===== config.mk =====
export PLATFORM = sky130hd
export DESIGN_NAME = alu_result_fifo
export DESIGN_NICKNAME = d
export VERILOG_FILES = /design/src/rtl/alu_result_fifo.sv
export SDC_FILE = /design/constraint.sdc
export NUM_CORES = 1
export LEC_CHECK = 0
export CAP_MARGIN = 30
export CORE_MARGIN = 8
export CORE_UTILIZATION = 48
export CTS_CLUSTER_DIAMETER = 40
export DETAILED_ROUTE_END_ITERATION = 10
export PLACE_DENSITY = 0.75
export SETUP_SLACK_MARGIN = 0.3
export SYNTH_ARGS = -nofsm -noshare
export SYNTH_HDL_FRONTEND = slang
export SYNTH_SLANG_ARGS = --single-unit

===== constraint.sdc =====
create_clock -name clk -period 2.7 [get_ports clk]
set_input_delay 0.54 -clock clk [delete_from_list [all_inputs] [get_ports clk]]
set_output_delay 0.54 -clock clk [all_outputs]
set_load 0.03 [all_outputs]

===== src/rtl/alu_result_fifo.sv =====
// Result FIFO between an ALU and its consumer. Each entry holds the result word plus carry/zero/neg flags.
// Optional sticky-carry accumulation is enabled with the ALU_RESULT_STICKY_CARRY_EN macro.
module alu_result_fifo #(
  parameter int DATA_W = 16,
  parameter int DEPTH  = 4
) (
  input  logic                     clk,
  input  logic                     reset,
  input  logic                     in_valid,
  output logic                     in_ready,
  input  logic [DATA_W-1:0]        in_result,
  input  logic                     in_carry,
  output logic                     out_valid,
  input  logic                     out_ready,
  output logic [DATA_W-1:0]        out_result,
  output logic                     out_carry,
  output logic                     out_zero,
  output logic                     out_neg,
  output logic [$clog2(DEPTH):0]   count,
  input  logic                     clr_sticky,
  output logic                     sticky_carry
);

  localparam int PTR_W = $clog2(DEPTH);
  localparam int CNT_W = PTR_W + 1;

  typedef struct packed {
    logic [DATA_W-1:0] result;
    logic              carry;
    logic              zero;
    logic              neg;
  } entry_t;

  entry_t           mem_q [DEPTH];
  entry_t           head;
  logic [PTR_W-1:0] wr_ptr_q, wr_ptr_d;
  logic [PTR_W-1:0] rd_ptr_q, rd_ptr_d;
  logic [CNT_W-1:0] count_q, count_d;
  logic             push, pop;

  // Handshakes depend only on the registered count, never on in_valid/out_ready.
  assign in_ready  = (count_q != CNT_W'(DEPTH));
  assign out_valid = (count_q != '0);
  assign push      = in_valid & in_ready;
  assign pop       = out_valid & out_ready;

  always_comb begin
    wr_ptr_d = wr_ptr_q;
    rd_ptr_d = rd_ptr_q;
    count_d  = count_q;
    if (push) wr_ptr_d = wr_ptr_q + PTR_W'(1);
    if (pop)  rd_ptr_d = rd_ptr_q + PTR_W'(1);
    case ({push, pop})
      2'b10:   count_d = count_q + CNT_W'(1);
      2'b01:   count_d = count_q - CNT_W'(1);
      default: count_d = count_q;
    endcase
  end

  // NOTE: sequential state uses non-blocking assignments so every register samples pre-edge values.
  always_ff @(posedge clk) begin
    if (reset) begin
      wr_ptr_q <= '0;
      rd_ptr_q <= '0;
      count_q  <= '0;
    end else begin
      wr_ptr_q <= wr_ptr_d;
      rd_ptr_q <= rd_ptr_d;
      count_q  <= count_d;
    end
  end

  // NOTE: storage is deliberately not reset; occupancy alone decides which entries are meaningful.
  always_ff @(posedge clk) begin
    if (!reset && push) begin
      mem_q[wr_ptr_q] <= '{result: in_result,
                           carry:  in_carry,
                           zero:   (in_result == '0),
                           neg:    in_result[DATA_W-1]};
    end
  end

  assign head       = mem_q[rd_ptr_q];
  assign out_result = head.result;
  assign out_carry  = head.carry;
  assign out_zero   = head.zero;
  assign out_neg    = head.neg;
  assign count      = count_q;

`ifdef ALU_RESULT_STICKY_CARRY_EN
  logic sticky_q, sticky_d;

  // A carry-bearing push overrides a same-cycle clear.
  always_comb begin
    sticky_d = sticky_q;
    if (clr_sticky)         sticky_d = 1'b0;
    if (push && in_carry)   sticky_d = 1'b1;
  end

  always_ff @(posedge clk) begin
    if (reset) sticky_q <= 1'b0;
    else       sticky_q <= sticky_d;
  end

  assign sticky_carry = sticky_q;
`else
  logic unused_clr_sticky;
  assign unused_clr_sticky = clr_sticky;
  assign sticky_carry      = 1'b0;
`endif

endmodule


# == Word-level counts from Yosys, hierarchy flattened ==
# Memory sizes are Yosys's and may differ from the RTL's. A register that Yosys moved wholly into a read port is not among the register bits.
# Index checks and enable logic that the tools add are counted.
# totals
regBits,7
ramBits,76
output_inout_bits,25
elab_cells,23
n_memories,1
# classes
n_addsub,4
n_eq_ne,3
mux,5
bitwise_logic,2
n_reduce_logical,5
# memory_table
memory,depth,width,rd,rd_ports_with_merged_regs,wr,line_no,source
mem_q,4,19,1,1,1,34,entry_t mem_q [DEPTH];
# ops
cell,count
$logic_not 16->1,1
$pmux 3 s2,1
$add 2x1->2 const B,2
$mux 2,2
$add 3x1->3 const B,1
$ne 3x3->1 const B,1
$reduce_bool 3->1,1
$sub 3x1->3 const B,1
$and 1x1->1,2
$eq 2x1->1 const B,1
$eq 2x2->1 const B,1
$mux 1,2
$reduce_bool 2->1,1
$logic_and 1x1->1,1
$logic_not 1->1,1

# == Longest topological paths before layout ==
# logic_depth
ltp_word,5
mapped_depth,9
depth_no_buf,9

# == Worst setup path after synthesis ==
# No wires, ideal clock.
# synth_path
kind,register to register
startpoint,"reg count_q[0], in the netlist count[0]"
endpoint,mem mem_q[1][0] (netlist name) (enable)
setup_time_ns,0.420
t_arrival_ns,2.628
required_time_ns,2.280
path_slack_ns,-0.348
stages_incl_launch_ff,5
synth_period_minus_slack_ns,3.048
cell_sequence,dfxtp_1 or3b_1 and2_4 inv_1 nor3b_1
# synth_between
elab_chain_len,5
# synth_rtl
item,line_no,source
"start, declared",38,"logic [CNT_W-1:0] count_q, count_d;"
"start signal, assigned",69,count_q <= count_d;
$ne 3x3->1,42,assign in_ready = (count_q != CNT_W'(DEPTH));
net in_ready,10,"output logic in_ready,"
$and 1x1->1,44,assign push = in_valid & in_ready;
$logic_and 1x1->1,75,if (!reset && push) begin
$mux 1,75,
$mux 1 (not written as such),76,"mem_q[wr_ptr_q] <= '{result: in_result,"
"end, declared",34,
# The timed path passes the listed nets, and every way through them passes these cells.

# == Final worst setup path ==
# layout_path
startpoint,"reg count_q[0], in the netlist count[0]"
endpoint,"reg count_q[2], in the netlist count[2]"
# layout_between
elab_chain_len,4
elab_cells_between_ends,10
classes_between,add/sub: 2; eq/ne: 3; mux: 1; bitwise: 2; reduce/logical: 2
# layout_rtl
item,line_no,source
$ne 3x3->1 or $reduce_bool 3->1 (tied branches),"42, 43",
"$and 1x1->1, on equally long branches","44, 45",
$eq 2x1->1 or $eq 2x2->1 (tied branches),53,"case ({push, pop})"
$pmux 3 s2 or $reduce_bool 2->1 (tied branches),--,
# Several ways; a longest one is shown, not always the timed one.
# A chain may end at the register's enable or synchronous reset.

==> impl_metrics.csv <==
group,metric,value,unit
synth,netlist_top_cells_count,"edfxtp_1 (72), mux4_2 (18), dfxtp_1 (9)",
grt,antenna_found_initial,0,
critical_path,start_kind,"flop",
synth,synth_edf_count,72,
cells_and_area,diodes,0,
placed_design,pre_cts_ws,0.132,ns
die,die_x,96.7,um
timing,rsz0062_at_grt,"no",
grt,grt_use_total,0.126,
die,pin_count,47,
pwr,peakVddDrop,0.000538,V
timing,setup_violations,0,
synth,ys.flop_type,"edfxtp_1",
clock_network,cts_max_level,3,
timing,final_hold_viol_count,0,
critical_path,cp_slowest_cell,"or3_2",
synth,syn-cell-area,3130,um^2
routing,drc,0,
synth,synth_most_common_cell,"edfxtp_1",
clock_network,clock-sinks,81,
cells_and_area,area_growth,23.8,%
timing,finalCriticalPeriod,2.34,ns
cells_and_area,final_core_util,0.613,
routing,wl_per_cell,19.7,um
routing,num_vias,1583,
synth,yosysTopAreaCell,"edfxtp_1",
critical_path,cp_num_buf_inv,2,
critical_path,arrival,2.58,ns
pwr,p_per_area,878,nW/um^2
cells_and_area,n_fill_cell,486,
synth,ys_types,26,
timing,finalCritPeriodShare,0.866,
synth,syn-num-nets,181,
routing,top_layer_used,"met4",
grt,grt_pass1_vias,1785,
routing,wl,5760,um
critical_path,cp_max_fo,7,
grt,grt_overflow,0,
clock_network,cts_tree,"done",
cells_and_area,drive_above_1_share,0.265,
synth,avgSynthCellArea,20.5,um^2
synth,async_reset_ff_frac,0,
routing,drtIter0Drc,56,
timing,tightest_slew,0.532,ns
cells_and_area,ff_latch_area,2350,um^2
die,die_area,9360,um^2
synth,yosysSeqAreaShare,0.749,
min_path,min_path_type,"flop to flop",
routing,drt-pass1-iter-count,4,
critical_path,cp_cell_sequence,"or3b_4, and2_4, inv_6, ha_4, inv_1, fa_1, xor2_1, or3_2, a21oi_1",
critical_path,critical_path_class,"flop to flop",
cells_and_area,multiInputGateArea,759,um^2
clock_network,clk_latency,0.33,ns
die,start_util,0.496,
clock_network,cts_made_buffers,9,
cells_and_area,nets,238,
timing,setup_tns,0,ns
run_status,status,"finished, final reports clean",
die,rows,29,
synth,synth_area_leaders,"edfxtp_1 (69%), mux4_2 (13%), dfxtp_1 (5.8%), ha_1 (2.0%), nor2_1 (0.96%)",
die,core_area,6310,um^2
critical_path,critPathRequiredTime,2.95,ns
timing,worst_clock_skew,0.00754,ns
placed_design,place_congestion,0.716,
timing,slew_headroom,0.644,
routing,wl_met1,2270,um
placed_design,hpwlAfterDp,3830,um
clock_network,root_buffer,"clkbuf_8",
clock_network,clk_path_buf_depth,2,
routing,via_per_inst,5.42,
grt,grt_max_degree,19,
critical_path,slowest_delay,0.41,ns
pwr,total_power,3.40,mW
critical_path,endpoint_kind,"flop",
routing,wl_met2,3160,um
clock_network,clk_pin_slew_worst_paths,0.07,ns
timing,drv_slew,0,
routing,route.met3.wl,224,um
pwr,leakagePower,1.28,nW
timing,worst_slack,0.363,ns
synth,synth_cells,153,
critical_path,cp_top_family,"simple AND/OR/NAND/NOR gates",
synth,ys_warn_count,0,
routing,antenna_left,0,
die,die_h,96.7,um
job,drv_cap,0,
synth,synth_top_cell_area_share,0.691,
timing,fmax,428,MHz
synth,ys_ff_latch,81,
grt,grt_pass1_wl,9180,um
placed_design,io_buffers,44,
==> registers in the layout, summed over array words and instances, names as in the netlist, named ones only <==
name / cells
wr_ptr_q: 2
count: 3
mem_q: 72
rd_ptr_q: 2
==> per-layer routing <==
layer | vias to the layer above | track usage
li1 | 724 | -
met1 | 818 | 0.131
met2 | 33 | 0.225
met3 | 8 | 0.0313
met4 | 0 | 0.0686
met5 | - | 0
==> placed cells by master, fill, tap and decap left out, drive strengths merged <==
master | netlist | final
a21oi | 2 | 2
and2 | 1 | 1
and4 | 1 | 1
buf | 5 | 9
clkbuf | 2 | 16
clkdlybuf4s15 | 0 | 1
clkdlybuf4s50 | 0 | 25
clkinv | 0 | 3
clkinvlp | 0 | 1
conb | 1 | 1
dfxtp | 9 | 9
dlygate4sd2 | 0 | 14
edfxtp | 72 | 72
fa | 1 | 1
ha | 5 | 5
inv | 6 | 6
mux2 | 1 | 1
mux2i | 1 | 1
mux4 | 18 | 18
nand2b | 2 | 2
nor2 | 8 | 8
nor3b | 4 | 4
nor4 | 4 | 4
o21ai | 1 | 1
o311ai | 1 | 1
o31a | 1 | 1
or3 | 2 | 2
or3b | 1 | 1
xnor2 | 1 | 1
xor2 | 3 | 3
==> path summary, 6_finish.rpt <==
kind | startpoint | slack [ns] | end | cells after the start
hold / removal | count[2] | 0.52 | count[2] | 2
hold reg to reg | count[2] | 0.52 | count[2] | 2
setup / recovery | count[0] | 0.36 | count[2] | 9
setup reg to reg | count[0] | 0.36 | count[2] | 9
==> per-stage QoR <==
stage	cells	hold WS, ns	instance area (um^2)
2_1_floorplan	153	0.481	3180
3_3_place_gp	273	0.496	3730
3_5_place_dp	273	0.511	3730
4_1_cts	289	0.523	3860
5_1_grt	292	0.534	3870
6_report	292	0.520	3870
==> final cells by class <==
type                       count  area share
clock buffer                  12      0.0349
multi-input combinational     59       0.196
sequential                    81       0.607
clock inverter                 4     0.00517
timing repair buffer          53       0.125
tap                           77      0.0249
inverter                       6     0.00711
==> power breakdown <==
group / internal (mW) / switching, mW
logic: 0.513 / 0.647
clock network: 0.327 / 0.382
registers: 1.47 / 0.0574
total: 2.31 / 1.09
==> kinds of logic after synthesis <==
logic type                 Yosys count  share of synthesized area
DFF                                 81                      0.748
and+or+nand+nor                     23                     0.0444
muxes                               20                      0.138
buffers and inverters               13                     0.0200
adders and majority gates            6                     0.0264
AOI/OAI and AO/OA                    5                     0.0108
xor gates and xnor gates             4                     0.0112
other                                1                    0.00120
==> repair_timing <==
action	in CTS	in global routing
hold buffers	0	0
setup buffers	0	3
gates resized for setup	19	9
endpoints found under the setup margin	19	6
==> tightest hold or removal path, cell delays in order, from the launching register on <==
cell	delay, ns
dfxtp_4	0.36
o21ai_0	0.07
a21oi_1	0.06
Note: power is estimated with default switching activity, not from simulation.
